File: config.mk
export PLATFORM = sky130hd
export DESIGN_NAME = fetch_stage
export DESIGN_NICKNAME = d
export VERILOG_FILES = /design/src/rtl/fetch_stage.sv
export SDC_FILE = /design/constraint.sdc
export NUM_CORES = 1
export LEC_CHECK = 0
export CELL_PAD_IN_SITES_DETAIL_PLACEMENT = 1
export CELL_PAD_IN_SITES_GLOBAL_PLACEMENT = 2
export CORE_ASPECT_RATIO = 1.25
export CORE_MARGIN = 2
export CORE_UTILIZATION = 24
export DETAILED_ROUTE_END_ITERATION = 16
export GPL_ROUTABILITY_DRIVEN = 0
export MAX_ROUTING_LAYER = met4
export PLACE_DENSITY = 0.95
export SLEW_MARGIN = 40
export SYNTH_ARGS = -nofsm -noshare
export SYNTH_HDL_FRONTEND = slang
export SYNTH_SLANG_ARGS = --single-unit
File: constraint.sdc
create_clock -name clk -period 3.41 [get_ports clk]
set_clock_uncertainty 0.2 [all_clocks]
set_input_delay 0.682 -clock clk [delete_from_list [all_inputs] [get_ports clk]]
set_output_delay 0.682 -clock clk [all_outputs]
set_load 0.02 [all_outputs]
File: src/rtl/fetch_stage.sv
// -----------------------------------------------------------------------------
// fetch_stage
//
// Instruction-fetch stage of a classic five-stage pipeline. It holds the
// architectural PC, drives the physical instruction-memory address, and
// registers the fetched instruction and its PC+4 into the IF/ID register.
//
// Configuration macro:
//   FETCH_PERF_EN - when defined, fetch_count and squash_count become real
//                   saturating counters. When undefined, both ports read 0
//                   and no counter logic is built.
//
// Parameters:
//   RESET_PC    - architectural PC loaded on reset
//   MEM_OFFSET  - added to the PC to form the physical fetch address
//
// Ports:
//   clk            in   single clock, all state changes on the rising edge
//   reset          in   synchronous, active-high reset
//   stall          in   hold PC and IF/ID
//   flush          in   replace IF/ID with a bubble
//   redirect_valid in   redirect_pc is a valid branch/jump target this cycle
//   redirect_pc    in   redirect target (low two bits ignored)
//   imem_instr     in   combinational instruction-memory read data
//   imem_addr      out  physical fetch address (pc + MEM_OFFSET)
//   pc             out  current architectural PC
//   id_instr       out  registered instruction for decode
//   id_pc_4        out  registered PC+4 of id_instr
//   id_valid       out  id_instr is a real instruction, not a bubble
//   fetch_count    out  instructions delivered to decode
//   squash_count   out  cycles in which an instruction was discarded
// -----------------------------------------------------------------------------
module fetch_stage #(
    parameter logic [31:0] RESET_PC   = 32'h0040_0000,
    parameter logic [31:0] MEM_OFFSET = 32'hFFC0_0000
) (
    input  logic        clk,
    input  logic        reset,
    input  logic        stall,
    input  logic        flush,
    input  logic        redirect_valid,
    input  logic [31:0] redirect_pc,
    input  logic [31:0] imem_instr,
    output logic [31:0] imem_addr,
    output logic [31:0] pc,
    output logic [31:0] id_instr,
    output logic [31:0] id_pc_4,
    output logic        id_valid,
    output logic [31:0] fetch_count,
    output logic [31:0] squash_count
);

    logic [31:0] pcPlus4;
    logic        squashIfId;
    logic        loadIfId;

    // Both additions wrap naturally at 32 bits.
    assign pcPlus4   = pc + 32'd4;
    assign imem_addr = pc + MEM_OFFSET;

    // A redirect always kills the instruction fetched this cycle, so it
    // bubbles IF/ID exactly like an explicit flush.
    assign squashIfId = flush | redirect_valid;
    assign loadIfId   = ~squashIfId & ~stall;

    // Redirect targets are word aligned; bits [1:0] are discarded.
    logic unusedRedirectBits;
    assign unusedRedirectBits = ^redirect_pc[1:0];

    // NOTE: sequential state is written with non-blocking assignments so every
    // register samples the pre-edge values of its neighbours.
    always_ff @(posedge clk) begin
        if (reset) begin
            pc       <= RESET_PC;
            id_instr <= 32'h0000_0000;
            id_pc_4  <= 32'h0000_0000;
            id_valid <= 1'b0;
        end else begin
            // PC: redirect beats stall beats sequential advance.
            if (redirect_valid) begin
                pc <= {redirect_pc[31:2], 2'b00};
            end else if (!stall) begin
                pc <= pcPlus4;
            end

            // IF/ID: bubble beats hold beats load.
            if (squashIfId) begin
                id_instr <= 32'h0000_0000;
                id_pc_4  <= 32'h0000_0000;
                id_valid <= 1'b0;
            end else if (!stall) begin
                id_instr <= imem_instr;
                id_pc_4  <= pcPlus4;
                id_valid <= 1'b1;
            end
        end
    end

`ifdef FETCH_PERF_EN
    logic [31:0] fetchCnt;
    logic [31:0] squashCnt;
    logic        discardEvent;

    // Something is thrown away when a redirect kills the current fetch, when
    // a flush kills the fetch the PC is about to step past, or when a flush
    // drops a valid instruction held in IF/ID. A flush during a stall leaves
    // the current fetch to be repeated, so it only counts a valid IF/ID entry.
    assign discardEvent = redirect_valid | (flush & (id_valid | ~stall));

    always_ff @(posedge clk) begin
        if (reset) begin
            fetchCnt  <= 32'h0000_0000;
            squashCnt <= 32'h0000_0000;
        end else begin
            if (loadIfId && fetchCnt != 32'hFFFF_FFFF) begin
                fetchCnt <= fetchCnt + 32'd1;
            end
            if (discardEvent && squashCnt != 32'hFFFF_FFFF) begin
                squashCnt <= squashCnt + 32'd1;
            end
        end
    end

    assign fetch_count  = fetchCnt;
    assign squash_count = squashCnt;
`else
    logic unusedLoadIfId;
    assign unusedLoadIfId = loadIfId;

    assign fetch_count  = 32'h0000_0000;
    assign squash_count = 32'h0000_0000;
`endif

endmodule

==> impl_metrics.xml <==
<?xml version="1.0" encoding="UTF-8"?>
<metrics>
  <group name="synthesis">
    <metric name="synth-seq-cells" unit="">93</metric>
    <metric name="yosysSeqAreaShare" unit="%">35.1</metric>
    <metric name="async_flop_share" unit="%">0</metric>
    <metric name="synth_area_per_cell" unit="µm²">8.28</metric>
    <metric name="yosys_warnings" unit="">0</metric>
    <metric name="yosys.area.top_type_share" unit="%">35.1</metric>
    <metric name="top_area_cells_in_the_synthesized_netlist" unit="">dfxtp_1 35%, buf_4 13%, mux2i_1 7.9%, xor2_1 6.4%, nor2_1 5.1%</metric>
    <metric name="ys_dominant_reg_cell" unit="">dfxtp_1</metric>
    <metric name="post_synth_inst_count" unit="">640</metric>
    <metric name="combined_area_of_all_synthesized_cells" unit="µm²">5300</metric>
    <metric name="netlist.top_cell.by_area" unit="">dfxtp_1</metric>
    <metric name="count_of_flip_flops_with_a_built_in_enable_after_synthesis" unit="">0</metric>
    <metric name="ys_types" unit="">41</metric>
  </group>
  <group name="detailed_routing">
    <metric name="wl_per_cell" unit="µm">14.9</metric>
    <metric name="first_pass_iters" unit="">4</metric>
    <metric name="drt-vias-per-instance" unit="">4.27</metric>
    <metric name="detail_route.wirelength" unit="mm">15.9</metric>
    <metric name="post-route-drc-count" unit="">0</metric>
    <metric name="vias_after_detailed_routing" unit="">4547</metric>
    <metric name="antenna_left" unit="">0</metric>
    <metric name="drtIter0Drc" unit="">167</metric>
  </group>
  <group name="pwr">
    <metric name="power_density" unit="nW/µm²">407</metric>
    <metric name="power.clock.fraction" unit="%">42.4</metric>
    <metric name="netSwitchingFraction" unit="%">26.5</metric>
    <metric name="p_leak" unit="nW">2.93</metric>
    <metric name="vdd_drop_max" unit="mV">0.176</metric>
    <metric name="seqPwrFrac" unit="%">39.6</metric>
    <metric name="power.total" unit="mW">3.00</metric>
    <metric name="power.switching" unit="mW">0.796</metric>
    <metric name="power.internal" unit="mW">2.20</metric>
    <metric name="power.combinational.fraction" unit="%">18.0</metric>
  </group>
  <group name="clock_network">
    <metric name="cts-buffers-inserted" unit="">9</metric>
    <metric name="holdBufCountCts" unit="">0</metric>
    <metric name="post-cts-setup-buffers" unit="">0</metric>
    <metric name="worst_setup_hold_path_clk_slew" unit="ps">70</metric>
    <metric name="post_cts_resize_count" unit="">0</metric>
    <metric name="cts.sinks" unit="">93</metric>
    <metric name="worst_skew_pair.late_latency" unit="ps">350</metric>
    <metric name="ctsRootBufferMaster" unit="">clkbuf_16</metric>
    <metric name="htree_levels" unit="">3</metric>
    <metric name="cts_buffer_depth" unit="">2</metric>
    <metric name="tritoncts" unit="">done</metric>
  </group>
  <group name="sta">
    <metric name="max_slew_violation_count" unit="">0</metric>
    <metric name="timing_hold_violations_final" unit="">0</metric>
    <metric name="fin_worst_hold_slack" unit="ps">254</metric>
    <metric name="share_of_the_cycle_needed_by_the_critical_path_after_routing" unit="%">93.3</metric>
    <metric name="post-route-min-period" unit="ps">3180</metric>
    <metric name="setup_violation_total_in_the_final_timing_report" unit="">0</metric>
    <metric name="tightest_slew" unit="ps">683</metric>
    <metric name="fmaxAchievable" unit="GHz">0.314</metric>
    <metric name="relSlewSlack" unit="%">54.5</metric>
    <metric name="setup-tns-final" unit="ps">0</metric>
    <metric name="rsz0062_at_grt" unit="">no</metric>
  </group>
  <group name="die">
    <metric name="fp.dieArea" unit="µm²">23300</metric>
    <metric name="top_level_ports" unit="">262</metric>
    <metric name="core.rowCount" unit="">60</metric>
    <metric name="starting_utilization_of_the_core_area" unit="%">24.5</metric>
    <metric name="overall_die_width" unit="µm">137</metric>
    <metric name="die_h" unit="µm">170</metric>
    <metric name="design.core.area" unit="µm²">21600</metric>
  </group>
  <group name="global_route">
    <metric name="gr-usage-all-layers" unit="%">13.6</metric>
    <metric name="grt_pass1_wl" unit="mm">24.1</metric>
    <metric name="first_global_vias" unit="">4490</metric>
    <metric name="grt_max_degree" unit="">88</metric>
    <metric name="number_of_antenna_violations_at_the_first_check_in_global_routing" unit="">0</metric>
    <metric name="globalRouteOverflowTotal" unit="">0</metric>
  </group>
  <group name="placed_design">
    <metric name="dp.final_hpwl" unit="mm">12.1</metric>
    <metric name="count_of_input_and_output_buffers" unit="">189</metric>
    <metric name="postPlaceCellArea" unit="µm²">6990</metric>
  </group>
  <group name="worst_setup_path">
    <metric name="critical_path.top_delay_family" unit="">buffers and inverters</metric>
    <metric name="worst_ep_required_time" unit="ps">2530</metric>
    <metric name="worst-path-stages" unit="">6</metric>
    <metric name="r2r_cells" unit="">7</metric>
    <metric name="slowest_delay" unit="ps">620</metric>
    <metric name="timing.critical_path.slowest_stage_cell" unit="">clkdlybuf4s50_1</metric>
    <metric name="wp_data_arrival" unit="ps">2300</metric>
    <metric name="crit_type" unit="">flip-flop to output port</metric>
    <metric name="path_max_fanout" unit="">8</metric>
    <metric name="path_buf_inv" unit="">2</metric>
    <metric name="start_kind" unit="">flip-flop</metric>
    <metric name="endpoint_kind" unit="">output port</metric>
    <metric name="worstPathCellList" unit="">inv_1 -&gt; ha_1 -&gt; nand2_1 -&gt; nor4_1 -&gt; xor2_1 -&gt; clkdlybuf4s50_1</metric>
  </group>
  <group name="finish">
    <metric name="area.sequential" unit="µm²">1860</metric>
    <metric name="multi_input_comb_area" unit="µm²">2710</metric>
    <metric name="fill_cells" unit="">2571</metric>
    <metric name="drive_gt1_share" unit="%">4.71</metric>
    <metric name="fin_nets" unit="">852</metric>
    <metric name="area_growth_syn_to_layout" unit="%">39.0</metric>
    <metric name="antenna_cells_inserted" unit="">0</metric>
    <metric name="post-route-cell-area" unit="µm²">7370</metric>
  </group>
  <group name="min_path">
    <metric name="min-delay-path-class" unit="">flip-flop to flip-flop</metric>
    <metric name="worstHoldPathCells" unit="">2</metric>
  </group>
  <group name="run_status">
    <metric name="outcome" unit="">finished, final reports clean</metric>
  </group>
  <group name="run">
    <metric name="drv_cap" unit="">0</metric>
  </group>
</metrics>
[cell families after synthesis]
kind of cell / count (synthesis) / share of synthesized area [%]
adder cells (fa/ha/maj): 3 / 0.708
buffers and inverters: 167 / 18.6
XOR/XNOR: 58 / 9.58
AO/OA/AOI/OAI: 86 / 9.84
other: 1 / 0.0707
AND/OR/NAND/NOR: 190 / 18.1
flip-flops: 93 / 35.1
multiplexers: 42 / 7.93
[flip-flops by register name, indices dropped and copies added (netlist names)]
register	flops
id_valid	1
id_instr	32
id_pc_4	30
pc	30
[worst paths after layout]
kind / start / end / slack, ps
min reg2reg: id_valid / id_valid / 250
min: id_valid / id_valid / 250
max: pc[22] / imem_addr[30] / 230
max reg2reg: pc[2] / pc[26] / 730
[layout make-up]
type / instances / share of cell area, %
clock buffers: 11 / 3.43
clock inverters: 5 / 1.75
inverters: 31 / 1.58
multi-input cells: 449 / 36.8
flip-flops and latches: 93 / 25.3
well taps: 279 / 4.74
repair buffers: 196 / 26.4
[per-layer routing]
layer | vias up | global-route usage, % | wire, µm
met5 | - | - | 0
met4 | 0 | 4.39 | 255
met3 | 15 | 2.62 | 1100
met2 | 192 | 22.5 | 7610
met1 | 2111 | 16.5 | 6920
li1 | 2229 | - | -
[tightest hold or removal path: cells and delay by family, from the launching register on]
kind                   cells  cell delay (ps)
flip-flops                 1              310
buffers and inverters      1               50
AO/OA/AOI/OAI              1               50
[synthesized netlist by cell type (all sizes together) (2+ instances only)]
| library cell | instances |
|---|---|
| o31a | 2 |
| dfxtp | 93 |
| nand4b | 3 |
| o2bb2ai | 3 |
| inv | 31 |
| nand4 | 8 |
| nor3 | 23 |
| o21ai | 10 |
| xor2 | 39 |
| mux2i | 42 |
| xnor2 | 19 |
| o21a | 26 |
| or2 | 6 |
| nor4 | 17 |
| ha | 3 |
| or3 | 7 |
| nor2b | 9 |
| nand3 | 11 |
| nor2 | 72 |
| a21o | 2 |
| a21oi | 42 |
| and3 | 2 |
| clkbuf | 30 |
| buf | 106 |
| nand2 | 27 |
[cell usage in the layout, fill, tap and decap left out, types with 6 or more instances in the layout]
master,n
conb_1,70
o21ai_0,10
nand2_1,27
buf_4,7
o21a_1,26
a21oi_1,42
inv_1,31
xnor2_1,19
nor3_1,21
dfxtp_1,93
xor2_1,39
clkbuf_16,9
nand4_1,6
nor2b_1,9
clkdlybuf4s50_1,187
or3_1,6
nor2_1,72
nand3_1,11
mux2i_1,42
nor4_1,15
[power groups by stage]
stage | Sequential [mW] | Clock, mW | Combinational, mW
floorplan | 1.22 | 0 | 0.361
global placement | 1.21 | 0 | 0.535
detailed placement | 1.21 | 0 | 0.541
CTS | 1.19 | 1.31 | 0.544
global route | 1.20 | 1.36 | 0.580
finish | 1.19 | 1.27 | 0.540
[through the flow]
step	utilization [%]	std cells	worst slack, ps
3_3_place_gp	32.3	1048	610
4_1_cts	34.1	1064	203
6_report	34.1	1064	230
3_5_place_dp	32.3	1048	589
5_1_grt	34.1	1064	32.3
2_1_floorplan	-	709	908
Note: power is estimated with default switching activity, not from simulation.
